<file path="config.mk">
export PLATFORM = sky130hd
export DESIGN_NAME = lenet_feeder_flat
export DESIGN_NICKNAME = d
export VERILOG_FILES = /design/src/rtl/lenet_feeder_if.sv /design/src/rtl/lenet_feeder.sv /design/src/flat_wrapper.sv
export SDC_FILE = /design/constraint.sdc
export NUM_CORES = 1
export LEC_CHECK = 0
export CORE_MARGIN = 2
export CORE_UTILIZATION = 38
export CTS_CLUSTER_SIZE = 28
export DETAILED_ROUTE_END_ITERATION = 10
export HOLD_SLACK_MARGIN = 0.05
export PLACE_DENSITY_LB_ADDON = 0.1
export SETUP_SLACK_MARGIN = 0.4
export SLEW_MARGIN = 25
export SYNTH_ARGS = -nofsm -noshare
export SYNTH_HDL_FRONTEND = slang
export SYNTH_SLANG_ARGS = --single-unit
</file>
<file path="constraint.sdc">
create_clock -name clk25 -period 3.3 [get_ports clk25]
set_clock_uncertainty 0.2 [all_clocks]
set_input_delay 0.66 -clock clk25 [delete_from_list [all_inputs] [get_ports clk25]]
set_output_delay 0.66 -clock clk25 [all_outputs]
set_load 0.02 [all_outputs]
</file>
<file path="src/rtl/lenet_feeder_if.sv">
// Pixel stream from lenet_feeder to the CNN engine: valid/ready plus a last-pixel tag.
interface lenet_feeder_if #(
  parameter int DATA_W = 8
);
  logic              m_valid;
  logic              m_ready;
  logic [DATA_W-1:0] m_data;
  logic              m_last;

  modport master (output m_valid, m_data, m_last, input m_ready);
  modport slave  (input m_valid, m_data, m_last, output m_ready);
endinterface

</file>
<file path="src/rtl/lenet_feeder.sv">
// Streams the LeNet input buffer in raster order on data_ready, holding busy until the last beat.
// Define LENET_FEEDER_PAD_ZERO_EN to emit border pixels as zero without reading them.
module lenet_feeder #(
  parameter int IMG_SIDE = 32,
  parameter int ADDR_W   = 10,
  parameter int DATA_W   = 8,
  parameter int PAD      = 2
) (
  input  logic              clk25,
  input  logic              rst_n,
  input  logic              data_ready,
  output logic              rd_en,
  output logic [ADDR_W-1:0] rd_addr,
  input  logic [DATA_W-1:0] rd_data,
  lenet_feeder_if.master    m,
  output logic              busy,
  output logic              overrun,
  input  logic              clear_overrun
);
  localparam int NPIX = IMG_SIDE * IMG_SIDE;
  localparam logic [ADDR_W-1:0] LAST_ADDR = ADDR_W'(NPIX - 1);
  localparam logic [ADDR_W-1:0] SIDE_M1   = ADDR_W'(IMG_SIDE - 1);
  localparam logic [ADDR_W-1:0] LO_EDGE   = ADDR_W'(PAD);
  localparam logic [ADDR_W-1:0] HI_EDGE   = ADDR_W'(IMG_SIDE - PAD);
`ifdef LENET_FEEDER_PAD_ZERO_EN
  localparam bit PadZero = 1'b1;
`else
  localparam bit PadZero = 1'b0;
`endif

  typedef enum logic [1:0] {IDLE, FETCH, DRAIN} state_e;
  typedef struct packed {
    logic              last;
    logic [DATA_W-1:0] data;
  } ent_t;

  state_e            state_q;
  logic [ADDR_W-1:0] ptr_q, col_q, row_q, rd_addr_q;
  logic              busy_q, ovr_q, rd_en_q;
  logic              slot_q, zero_q, slot_last_q;
  ent_t [1:0]        ent_q, ent_d;
  logic [1:0]        vld_q, vld_d;
  logic              pop, issue, border;
  logic [2:0]        credit;
  ent_t              new_ent;

  // A slot is a read (or a zero border entry) whose entry lands in the FIFO on the next edge,
  // so the credit is next-cycle occupancy and the FIFO can never exceed two entries.
  always_comb begin
    pop    = vld_q[0] & m.m_ready;
    credit = 3'(vld_q[0]) + 3'(vld_q[1]) + 3'(slot_q) - 3'(pop);
    issue  = (state_q == FETCH) && (credit < 3'd2);
    border = PadZero && ((col_q < LO_EDGE) || (col_q >= HI_EDGE) ||
                         (row_q < LO_EDGE) || (row_q >= HI_EDGE));
    new_ent.last = slot_last_q;
    new_ent.data = zero_q ? '0 : rd_data;
    ent_d = ent_q;
    vld_d = vld_q;
    if (pop) begin
      ent_d[0] = ent_q[1];
      vld_d    = {1'b0, vld_q[1]};
    end
    if (slot_q) begin
      if (!vld_d[0]) begin
        ent_d[0] = new_ent;
        vld_d[0] = 1'b1;
      end else begin
        ent_d[1] = new_ent;
        vld_d[1] = 1'b1;
      end
    end
  end

  always_ff @(posedge clk25 or negedge rst_n) begin
    if (!rst_n) begin
      state_q     <= IDLE;
      ptr_q       <= '0;
      col_q       <= '0;
      row_q       <= '0;
      rd_addr_q   <= '0;
      busy_q      <= 1'b0;
      ovr_q       <= 1'b0;
      rd_en_q     <= 1'b0;
      slot_q      <= 1'b0;
      zero_q      <= 1'b0;
      slot_last_q <= 1'b0;
      ent_q       <= '0;
      vld_q       <= '0;
    end else begin
      slot_q      <= issue;
      zero_q      <= issue & border;
      slot_last_q <= issue && (ptr_q == LAST_ADDR);
      rd_en_q     <= issue & ~border;
      if (issue) rd_addr_q <= ptr_q;
      ent_q <= ent_d;
      vld_q <= vld_d;
      // A new overrun beats a simultaneous clear.
      if (data_ready && busy_q)  ovr_q <= 1'b1;
      else if (clear_overrun)    ovr_q <= 1'b0;
      unique case (state_q)
        IDLE: if (data_ready) begin
          state_q <= FETCH;
          busy_q  <= 1'b1;
          ptr_q   <= '0;
          col_q   <= '0;
          row_q   <= '0;
        end
        FETCH: if (issue) begin
          ptr_q <= ptr_q + ADDR_W'(1);
          if (col_q == SIDE_M1) begin
            col_q <= '0;
            row_q <= row_q + ADDR_W'(1);
          end else begin
            col_q <= col_q + ADDR_W'(1);
          end
          if (ptr_q == LAST_ADDR) state_q <= DRAIN;
        end
        DRAIN: if (pop && ent_q[0].last) begin
          state_q <= IDLE;
          busy_q  <= 1'b0;
        end
        default: state_q <= IDLE;
      endcase
    end
  end

  assign rd_en     = rd_en_q;
  assign rd_addr   = rd_addr_q;
  assign m.m_valid = vld_q[0];
  assign m.m_data  = ent_q[0].data;
  assign m.m_last  = ent_q[0].last;
  assign busy      = busy_q;
  assign overrun   = ovr_q;
endmodule
</file>
<file path="src/flat_wrapper.sv">
// flat-port wrapper written by rule: the top's interface ports become plain ports
module lenet_feeder_flat 
#(
  parameter int IMG_SIDE = 32,
  parameter int ADDR_W   = 10,
  parameter int DATA_W   = 8,
  parameter int PAD      = 2
)
  (clk25, rst_n, data_ready, rd_en, rd_addr, rd_data, busy, overrun, clear_overrun, m_m_valid, m_m_data, m_m_last, m_m_ready);
  lenet_feeder_if #(.DATA_W(DATA_W)) m_i ();
  input  logic clk25;
  input  logic rst_n;
  input  logic data_ready;
  output logic rd_en;
  output logic [ADDR_W-1:0] rd_addr;
  input  logic [DATA_W-1:0] rd_data;
  output logic busy;
  output logic overrun;
  input  logic clear_overrun;
  output wire logic [$bits(m_i.m_valid)-1:0] m_m_valid;
  output wire logic [$bits(m_i.m_data)-1:0] m_m_data;
  output wire logic [$bits(m_i.m_last)-1:0] m_m_last;
  input wire logic [$bits(m_i.m_ready)-1:0] m_m_ready;
  assign m_m_valid = m_i.m_valid;
  assign m_m_data = m_i.m_data;
  assign m_m_last = m_i.m_last;
  assign m_i.m_ready = m_m_ready;
  lenet_feeder #(.IMG_SIDE(IMG_SIDE), .ADDR_W(ADDR_W), .DATA_W(DATA_W), .PAD(PAD)) u_core (.clk25(clk25), .rst_n(rst_n), .data_ready(data_ready), .rd_en(rd_en), .rd_addr(rd_addr), .rd_data(rd_data), .m(m_i), .busy(busy), .overrun(overrun), .clear_overrun(clear_overrun));
endmodule
</file>
# Word level (Yosys, flattened, before mapping)
# Cells that the tools add are included.
# word_totals
reg_bits	46
in_bits	13
output_inout_bits	23
word_cells	56
# classes
n_addsub	4
n_lt_le_gt_ge	1
eq_ne	7
muxes	19
n_bitwise	1
reduce_logical	12
# ops
operator	count
two-way mux 9 bit	3
two-way mux 10 bit	2
case mux 10 bit (2 select lines)	1
two-way mux 2 bit	6
adder 10 x 1 -> 10 bit, second input constant	1
== test 10 bit, second input constant	1
case mux 2 bit (3 select lines)	1
AND reduction 3 bit	2
nonzero test 2 bit	3
two-way mux 1 bit	5
logical AND 1 bit	4
inequality test 2 x 1 -> 1 bit, second input constant	2
inequality test 2 bit, second input constant	2
AND reduction 4 bit	1
adder 3 x 1 -> 3 bit	1
less-than comparator 3 x 2 -> 1 bit, second input constant	1
subtractor 3 x 1 -> 3 bit	1
adder 1 x 1 -> 2 bit	1
== test 2 x 1 -> 1 bit, second input constant	1
== test 2 bit, second input constant	1
logical NOT 2 bit	1
case mux 1 bit (2 select lines)	1
AND reduction 2 bit	1
AND 1 bit	1

# Depth between registers and ports, before layout
# logic_depth
word_depth	7
mapped_depth	10

# Least setup slack after synthesis
# No wires, ideal clock.
# synth_timing
path_type	input-to-reg
startpoint	in m_m_ready
endpoint	reg u_core.state_q[0]
setup_time_ps	119
arrival_ps	2603
t_required_ps	2981
setup_slack_ps	379
cell_stages	8
cell_sequence	nand2_1 buf_2 nor2_1 o21ai_0 fa_1 nand4_1 or4_4 a21bo_1
# synth_between
elab_chain_cells	6
elab_cells_between_ends	8
classes_between	add/sub (1); order compare (1); eq/ne (2); bitwise (1); reduce/logical (3)
# synth_lines
element	line	source
start, declared	flat_wrapper.sv:23	input wire logic [$bits(m_i.m_ready)-1:0] m_m_ready;
AND 1 bit *	lenet_feeder.sv:50	pop = vld_q[0] & m.m_ready;
subtractor 3 x 1 -> 3 bit	lenet_feeder.sv:51	credit = 3'(vld_q[0]) + 3'(vld_q[1]) + 3'(slot_q) - 3'(pop);
less-than comparator 3 x 2 -> 1 bit	lenet_feeder.sv:52	issue = (state_q == FETCH) && (credit < 3'd2);
logical AND 1 bit	lenet_feeder.sv:52	
inequality test 2 x 1 -> 1 bit (no source line)	n/a	
AND reduction 4 bit (no source line) *	n/a	
end signal, assigned	lenet_feeder.sv:76	state_q <= IDLE;
end signal, assigned	lenet_feeder.sv:102	state_q <= FETCH;
end signal, assigned	lenet_feeder.sv:116	if (ptr_q == LAST_ADDR) state_q <= DRAIN;
end, declared	lenet_feeder.sv:37	state_e state_q;
# Every way passes the cells marked *; elsewhere a longest branch is shown, timed or not.
# A chain may end at the register's enable or synchronous reset.

# Worst setup path after layout
# Same ends and word-level chain as after synthesis.

==> reports/qor.log <==
INFO  outcome        status=complete, no violations
INFO  sta            clock.fmax=377MHz
INFO  yosys          synth.area.top_cells=sky130_fd_sc_hd__dfrtp_1 53%, sky130_fd_sc_hd__mux2_2 18%, sky130_fd_sc_hd__buf_4 2.7%
INFO  pwr            ir_drop=0.334mV
INFO  pwr            power.net_switching=959µW
INFO  yosys          synthDistinctLibCells=42
INFO  yosys          synth.cells.most_frequent=46 x sky130_fd_sc_hd__dfrtp_1, 36 x sky130_fd_sc_hd__mux2_2, 11 x sky130_fd_sc_hd__nand2_1
INFO  setup_path     critical_path.max_fanout=3
INFO  detailed_routing drcViolationCount=0
INFO  clock_tree     postCtsHoldBufs=0
INFO  setup_path     critical-path-slowest-cell=sky130_fd_sc_hd__fa_2
INFO  sta            min_period=2.65ns
INFO  sta            hold_violations=0
INFO  clock_tree     htree_num_levels=2
INFO  setup_path     worst-endpoint-arrival=2.64ns
INFO  final_layout   n_antenna_cell=0
INFO  yosys          postSynth.asyncResetShare=100%
INFO  yosys          netlist.area_leader.share=52.5%
INFO  setup_path     setup.worst_path.start=m_m_ready
INFO  setup_path     path_class=input port to flip-flop
INFO  global_route   first_global_vias=1,533
INFO  global_route   grtUsageTotal=15.0%
INFO  setup_path     critical_path.max_stage_delay=0.57ns
INFO  placement      dp_hpwl=3160µm
INFO  global_route   top_usage_layer=met2
INFO  sta            finalSetupTns=0ns
INFO  detailed_routing ant_nets=0
INFO  floorplanning  initial_core_utilization=39.6%
INFO  global_route   grt_first_pass_wirelength=7530µm
INFO  clock_tree     sinks_on_the_clock_net=46
INFO  final_layout   finish.instance_area=2720µm²
INFO  yosys          synthesis.nets=196
INFO  sta            slew-limit-headroom=61.8%
INFO  detailed_routing firstDrtPassIters=4
INFO  setup_path     cp_cell_sequence=dlygate4sd2_1, nand2_2, and2_0, o21ai_1, fa_2, nand4_1, or4_4, a21bo_1
INFO  placement      routabilityCongestion=0.781
INFO  pwr            total_leakage_power=1.16nW
INFO  global_route   grt_max_degree=47
INFO  clock_tree     cts-root-to-sink-buffers=2
INFO  setup_path     rr_startpoint=u_core.vld_q[0]
INFO  yosys          synth_seq_area_share=52.5%
INFO  setup_path     r2r_end=u_core.state_q[0]
INFO  setup_path     r2r_cells=6
INFO  pwr            total_power_density_per_cell_area=953nW/µm²
INFO  pwr            power.combinational.fraction=51.8%
INFO  setup_path     regToRegSetupSlack=0.72ns
INFO  detailed_routing drt-vias-per-instance=5.04
INFO  global_route   grt_overflow=0
INFO  clock_tree     tritoncts=yes
INFO  clock_tree     cts_buffers=5
INFO  floorplanning  core_area=5540µm²
INFO  pwr            swShare=37.0%
INFO  global_route   groute.layer.met2.usage=25.1%
INFO  setup_path     critical_path.startpoint_type=input port
INFO  placement      io_buffers=35
INFO  sta            unrepaired_setup_endpoints_after_global_routing=no
INFO  pwr            internal-power=1.63mW
INFO  final_layout   layout-drive-gt1-share=28.9%
INFO  clock_tree     clock_insertion_delay_at_the_later_pin_of_the_skew_report=0.29ns
INFO  final_layout   end_of_flow_core_utilization=49.1%
INFO  floorplanning  die_x=80.0µm
INFO  global_route   grt_util_met1=19.2%
INFO  yosys          ys_seq_elements=46
INFO  yosys          netlist_instances=180
INFO  yosys          number_of_enable_flip_flop_cells_after_synthesis=0
INFO  setup_path     kind_of_cell_with_the_highest_combined_delay_on_the_critical_path=simple AND/OR/NAND/NOR gates
INFO  detailed_routing drt_iter0_drc=52
INFO  clock_tree     clock-root-buffer=sky130_fd_sc_hd__clkbuf_8
INFO  global_route   antenna_found_initial=0
INFO  setup_path     crit_path_capture_type=flip-flop
INFO  placement      postPlaceCellArea=2610µm²
INFO  yosys          synth.yosys.warnings=0
INFO  detailed_routing postRouteWirelength=4320µm
INFO  run            maxCapViolCount=0
INFO  setup_path     timing.critical_path.buf_inv=1
INFO  pwr            part_of_the_total_power_dissipated_in_the_clock_network=13.0%
INFO  detailed_routing vias=1,463
INFO  floorplanning  io-pin-count=36
INFO  yosys          synthesis.area=2190µm²
INFO  yosys          post_synth.cell_area_avg=12.2µm²
INFO  final_layout   area.growth.synth_to_final=24.0%
INFO  setup_path     worst_ep_required_time=3.29ns
INFO  yosys          synth_most_common_cell=sky130_fd_sc_hd__dfrtp_1
INFO  sta            final_period_utilization=80.4%
INFO  detailed_routing wl_per_cell=14.9µm
INFO  final_layout   finalNetCount=233
INFO  global_route   met3_usage=4.07%
INFO  hold_path      hp-class=input port to asynchronous set/reset pin
INFO  pwr            sequential_cell_fraction_of_total_power=35.2%
INFO  yosys          synth_area_leader_cell=sky130_fd_sc_hd__dfrtp_1
INFO  sta            drv_slew=0
INFO  floorplanning  die_h=80.0µm
INFO  floorplanning  core.rowCount=27
INFO  yosys          synthFlopType=sky130_fd_sc_hd__dfrtp_1
INFO  floorplanning  die_area=6390µm²
INFO  sta            worstMarginPinSlew=0.573ns
INFO  clock_tree     cts.clk_slew.worst_paths=0.08ns
INFO  sta            final-setup-viol-count=0
layer usage:
layer  vias to the layer above  share of wire [%]
li1                        714                  -
met1                       708                 44
met2                        34                 51
met5                         -                  0
met4                         0               0.93
met3                         7                4.3
cell type report:
class / count / area (µm²)
fill: 520 / 2820
sequential: 46 / 1150
multi-input combinational: 115 / 946
timing repair buffer: 45 / 425
tap: 72 / 90.1
clock buffer: 5 / 68.8
clock inverter: 3 / 21.3
inverter: 4 / 15.0
power by group through the flow:
stage / clock, mW / sequential (mW) / combinational [mW]
global placement: 0 / 0.907 / 1.30
floorplan: 0 / 0.917 / 0.863
finish: 0.336 / 0.912 / 1.34
global route: 0.383 / 0.947 / 1.47
detailed placement: 0 / 0.920 / 1.33
CTS: 0.353 / 0.911 / 1.36
placed cells by master, fill, tap and decap left out, types with 5 or more instances in the layout:
master                            instances
sky130_fd_sc_hd__nand2_1                 10
sky130_fd_sc_hd__mux2_2                  36
sky130_fd_sc_hd__nand3_1                  8
sky130_fd_sc_hd__nand2b_1                 5
sky130_fd_sc_hd__buf_4                   10
sky130_fd_sc_hd__mux2i_1                  5
sky130_fd_sc_hd__dfrtp_1                 46
sky130_fd_sc_hd__o21ai_0                  8
sky130_fd_sc_hd__clkbuf_8                 5
sky130_fd_sc_hd__clkdlybuf4s50_1         33
through the flow:
step / std cells / power [mW] / hold WS, ns / worst slack (ns)
after floorplan: 180 / 1.78 / 0.164 / 0.409
after global placement: 282 / 2.20 / 0.283 / 0.0825
after detailed placement: 282 / 2.25 / 0.294 / 0.0456
after CTS: 290 / 2.63 / 0.314 / 0.637
after global routing: 290 / 2.80 / 0.194 / 0.495
final: 290 / 2.59 / 0.157 / 0.647
what timing repair did:
item / CTS / global route
resized for setup: 6 / 0
setup endpoints to repair: 8 / 0
endpoints found under the hold margin: 0 / 0
setup buffers: 0 / 0
state kept, by name (all words and copies together), names as in the netlist:
name	cells
u_core.ptr_q	10
u_core.rd_addr	10
u_core.ent_q	9
u_core.m.m_data	8
u_core.state_q	2
u_core.vld_q	2
u_core.busy	1
u_core.m.m_last	1
u_core.overrun	1
u_core.rd_en	1
u_core.slot_last_q	1
cell families after synthesis:
kind of cell / synth area share [%]
AO/OA/AOI/OAI: 6.91
XOR/XNOR: 0.799
AND/OR/NAND/NOR: 12.0
adder cells (fa/ha/maj): 2.05
flip-flops: 52.5
buffers and inverters: 4.97
multiplexers: 20.8
how the worst max path moves through the flow:
stage                   endpoint  slack [ns]  depth (start not counted)
4_1_cts        u_core.state_q[0]        0.64                          8
3_3_place_gp   u_core.rd_addr[2]        0.08                          9
3_5_place_dp   u_core.rd_addr[4]        0.05                          9
2_1_floorplan  u_core.state_q[0]        0.41                          8
5_1_grt          u_core.ptr_q[7]        0.49                          8
6_report       u_core.state_q[0]        0.65                          8
Power figures use the tool's default switching activity.
==> variant 1, RTL diff (config.mk and constraints unchanged) <==
Make the reset (`rst_n`) synchronous in one clocked block.
--- a/src/rtl/lenet_feeder.sv
+++ b/src/rtl/lenet_feeder.sv
@@ -73,3 +73,3 @@
 
-  always_ff @(posedge clk25 or negedge rst_n) begin
+  always_ff @(posedge clk25) begin
     if (!rst_n) begin
Function: differs if rst_n is asserted again (counterexample within 4 cycles, from zero or initial values and one cycle with rst_n low); with rst_n held inactive, the same outputs for 10 cycles.
==> variant 1 against the original RTL <==
Area after synthesis is 7.0% lower. Sequential cell count stayed put. First-iteration DRC count is 130% higher. Global-route usage is 2.2 points higher. Die area is 6.6% lower. Wire length is 6.6% higher. Fmax is 4.8% higher. Setup slack better by 0.12 ns. Via count is 24% higher. Cell area is 8.4% lower.
Power is not compared: it rests on default switching activity, and its combinational part moved more than twofold at a synthesized area within 25%.
==> variant 1: results <==
group,metric,value,unit
placement,gp_congestion,0.824,
synth,yosys-top-cells-area,"dfxtp_1 45%, nand2_1 8.7%, a21oi_1 6.6%",
drt,avgRoutedWirePerCell,13.2,microns
critical_path,cp.arrival,1.67,ns
min_path,hold_class,"reg2reg",
clock_network,post_cts_resized,0,
synth,async_reset_ff_frac,0,
critical_path,slowest_delay,0.72,ns
grt,grt_first_pass_wirelength,8380,microns
critical_path,crit_slowest_cell,"clkdlybuf4s50_1",
status,status,"completed",
layout,filler_cell_count,539,
power,fin_total_pwr,0.00105,W
critical_path,critical-path-top-delay-family,"buffers and inverters",
grt,met1_usage,0.206,
synth,syn_nets,268,
synth,ys_types,33,
grt,grt_usage,0.172,
layout,diodes,0,
power,p_leak,0.833,nW
synth,ys_warn_count,0,
layout,layout-drive-gt1-share,0.0645,
min_path,min_from,"u_core.ent_q[10]$_SDFFE_PN0P_",
min_path,min_delay_path_depth,2,
placement,dpl.hpwl,3190,microns
synth,yosys-top-cells-count,"47 x nand2_1, 46 x dfxtp_1, 27 x a21oi_1, 27 x nand3_1, 20 x nor2_1",
critical_path,cp_max_fo,15,
placement,placed_area,2400,sq um
drt,vias_per_cell,5.20,
drt,drc_errors,0,
critical_path,startpoint,"u_core.rd_en$_SDFF_PN0_",
sta,tightest_slew,0.631,ns
drt,dr.first_iter.drc_count,117,
critical_path,r2r_start,"u_core.vld_q[0]$_SDFF_PN0_",
grt,grtUsageMet2,0.306,
synth,ys.flop_type,"dfxtp_1",
grt,grt_max_degree,36,
## variant 1: cell types whose count changed in the layout (fill, tap and decap cells not counted), sizes merged, moves of 4 or more
cell    delta
dfxtp     +46
a21oi     +24
o21a       +4
nor2      +17
mux2      -35
nand4      -4
a311oi    +10
buf        -5
nand3     +19
dfrtp     -46
nand2     +37
## variant 1: per-layer routing
layer	vias up	wire length (microns)
li1	927	-
met1	849	2080
met2	33	2290
met3	6	181
met4	0	55
met5	-	0
## variant 1: metrics by stage
step / instances / util / worst slack [ns]
after floorplan: 253 / - / 1.02
after global placement: 341 / 0.467 / 0.490
after detailed placement: 341 / 0.467 / 0.456
after CTS: 349 / 0.484 / 0.732
after global routing: 349 / 0.484 / 0.646
final: 349 / 0.484 / 0.768
## variant 1: logic make-up (layout without fill, tap and decap cells)
logic type               Yosys count  in the layout  share of synthesized area
AND/OR/NAND/NOR                  117            117                      0.264
XOR/XNOR                           2              2                    0.00859
buffers and inverters             26             52                     0.0656
multiplexers                       4              4                     0.0264
flip-flops                        46             46                      0.452
AO/OA/AOI/OAI                     56             56                      0.172
adder cells (fa/ha/maj)            2              2                     0.0123
## variant 1: path summary, 6_finish.rpt
check / to / slack, ns
max: rd_en / 0.77
min: u_core.ent_q[10]$_SDFFE_PN0P_ / 0.26
max reg2reg: u_core.ptr_q[2]$_SDFFE_PN0P_ / 1.08
min reg2reg: u_core.ent_q[10]$_SDFFE_PN0P_ / 0.26
## variant 1: layout make-up
class	instances	area, sq um	share of cell area
multi-input cells	181	985	0.395
flip-flops and latches	46	921	0.370
repair buffers	41	395	0.159
well taps	70	87.6	0.0352
clock buffers	5	68.8	0.0276
clock inverters	3	21.3	0.00854
inverters	3	11.3	0.00452
==> variant 2, RTL diff (same flow settings) <==
Without the edit above. `ADDR_W` is set to 10 in 2 places; all go to 9.
--- a/src/rtl/lenet_feeder.sv
+++ b/src/rtl/lenet_feeder.sv
@@ -4,3 +4,3 @@
   parameter int IMG_SIDE = 32,
-  parameter int ADDR_W   = 10,
+  parameter int ADDR_W   = 9,
   parameter int DATA_W   = 8,
--- a/src/flat_wrapper.sv
+++ b/src/flat_wrapper.sv
@@ -4,3 +4,3 @@
   parameter int IMG_SIDE = 32,
-  parameter int ADDR_W   = 10,
+  parameter int ADDR_W   = 9,
   parameter int DATA_W   = 8,
Ports: changed (resized rd_addr); port bits go from 36 to 35. No check against the original RTL was run, so the function may have changed too.
==> variant 2 against the original RTL <==
Critical path depth down 1. Sequential share of layout area up 3.5 points. Wire length down 15%. Power down 12%. Sequential cell count down 2. Via count down 5.9%. Final cell count down 1.4%. Area after synthesis down 11%. Cell area down 12%. First-iteration DRC count up 33%. Setup slack better by 0.15 ns. Largest cell class unchanged.
==> variant 2: results <==
group,metric,value,unit
synth,ys_seq_area_frac,0.567,
drt,vias_per_cell,4.81,
clock_network,post_cts_resized,0,
placement,place.port_buffers,34,
layout,multi_input_area,742,sq um
sta,tightest_slew,0.562,ns
grt,antenna_found_initial,0,
critical_path,ff2ff_path_depth,7,
critical_path,r2r_slack,0.89,ns
placement,placed_area,2310,sq um
synth,async_reset_ff_frac,1.00,
drt,avgRoutedWirePerCell,12.8,microns
power,vdd_ir_drop_max,0.419,mV
clock_network,clkSlewWorstSetupHoldPaths,0.08,ns
synth,yosys-top-cells-area,"dfrtp_1 57%, nand2_1 9.9%, mux2i_1 6.7%",
power,p_leak,1.13,nW
synth,syn_nets,200,
sta,whs,0.153,ns
critical_path,endpoint,"u_core.ptr_q[7]$_DFFE_PN0P_",
drt,wirelength,3660,microns
synth,synth_cells,184,
placement,gp_congestion,0.783,
placement,dpl.hpwl,2570,microns
placement,dpl.cell_count,278,
grt,grt_pass1_vias,1356,
drt,dr.first_iter.drc_count,69,
grt,grt_max_degree,45,
synth,synthAdderAreaFrac,0.0193,
power,p_int,0.00139,W
placement,pre_cts_ws,0.498,ns
synth,muxShareOfSynthArea,0.133,
grt,grt_first_pass_wirelength,6060,microns
synth,ys_types,29,
status,status,"completed",
critical_path,cp.arrival,2.52,ns
critical_path,cp_max_fo,17,
grt,grt_usage,0.144,
variant 2: cell type report:
type | instances | area share
Multi-Input combinational cell | 122 | 0.309
Timing Repair Buffer | 37 | 0.150
Clock buffer | 8 | 0.0375
Tap cell | 70 | 0.0365
Inverter | 5 | 0.00782
Sequential cell | 44 | 0.459
variant 2: worst max-delay path, cell delays in order:
cell and delay, ns:
clkdlybuf4s50_1 0.44, nand2_1 0.13, mux2i_2 0.32, mux2i_2 0.12
buf_4 0.21, or4_1 0.50, a21boi_1 0.14
variant 2: power groups by stage:
stage	registers [W]	logic, W	clock network (W)
finish	0.000886	0.00105	0.000344
global route	0.000918	0.00117	0.000378
CTS	0.000888	0.00107	0.000355
detailed placement	0.000898	0.00107	0
global placement	0.000887	0.00104	0
floorplan	0.000929	0.000711	0
variant 2: layer usage:
layer  global-route usage  vias up  share of wire
met5                    0        -              0
met2                0.239       26           0.49
li1                     -      679              -
met3               0.0476        6          0.042
met1                0.176      666           0.45
met4               0.0526        0          0.015
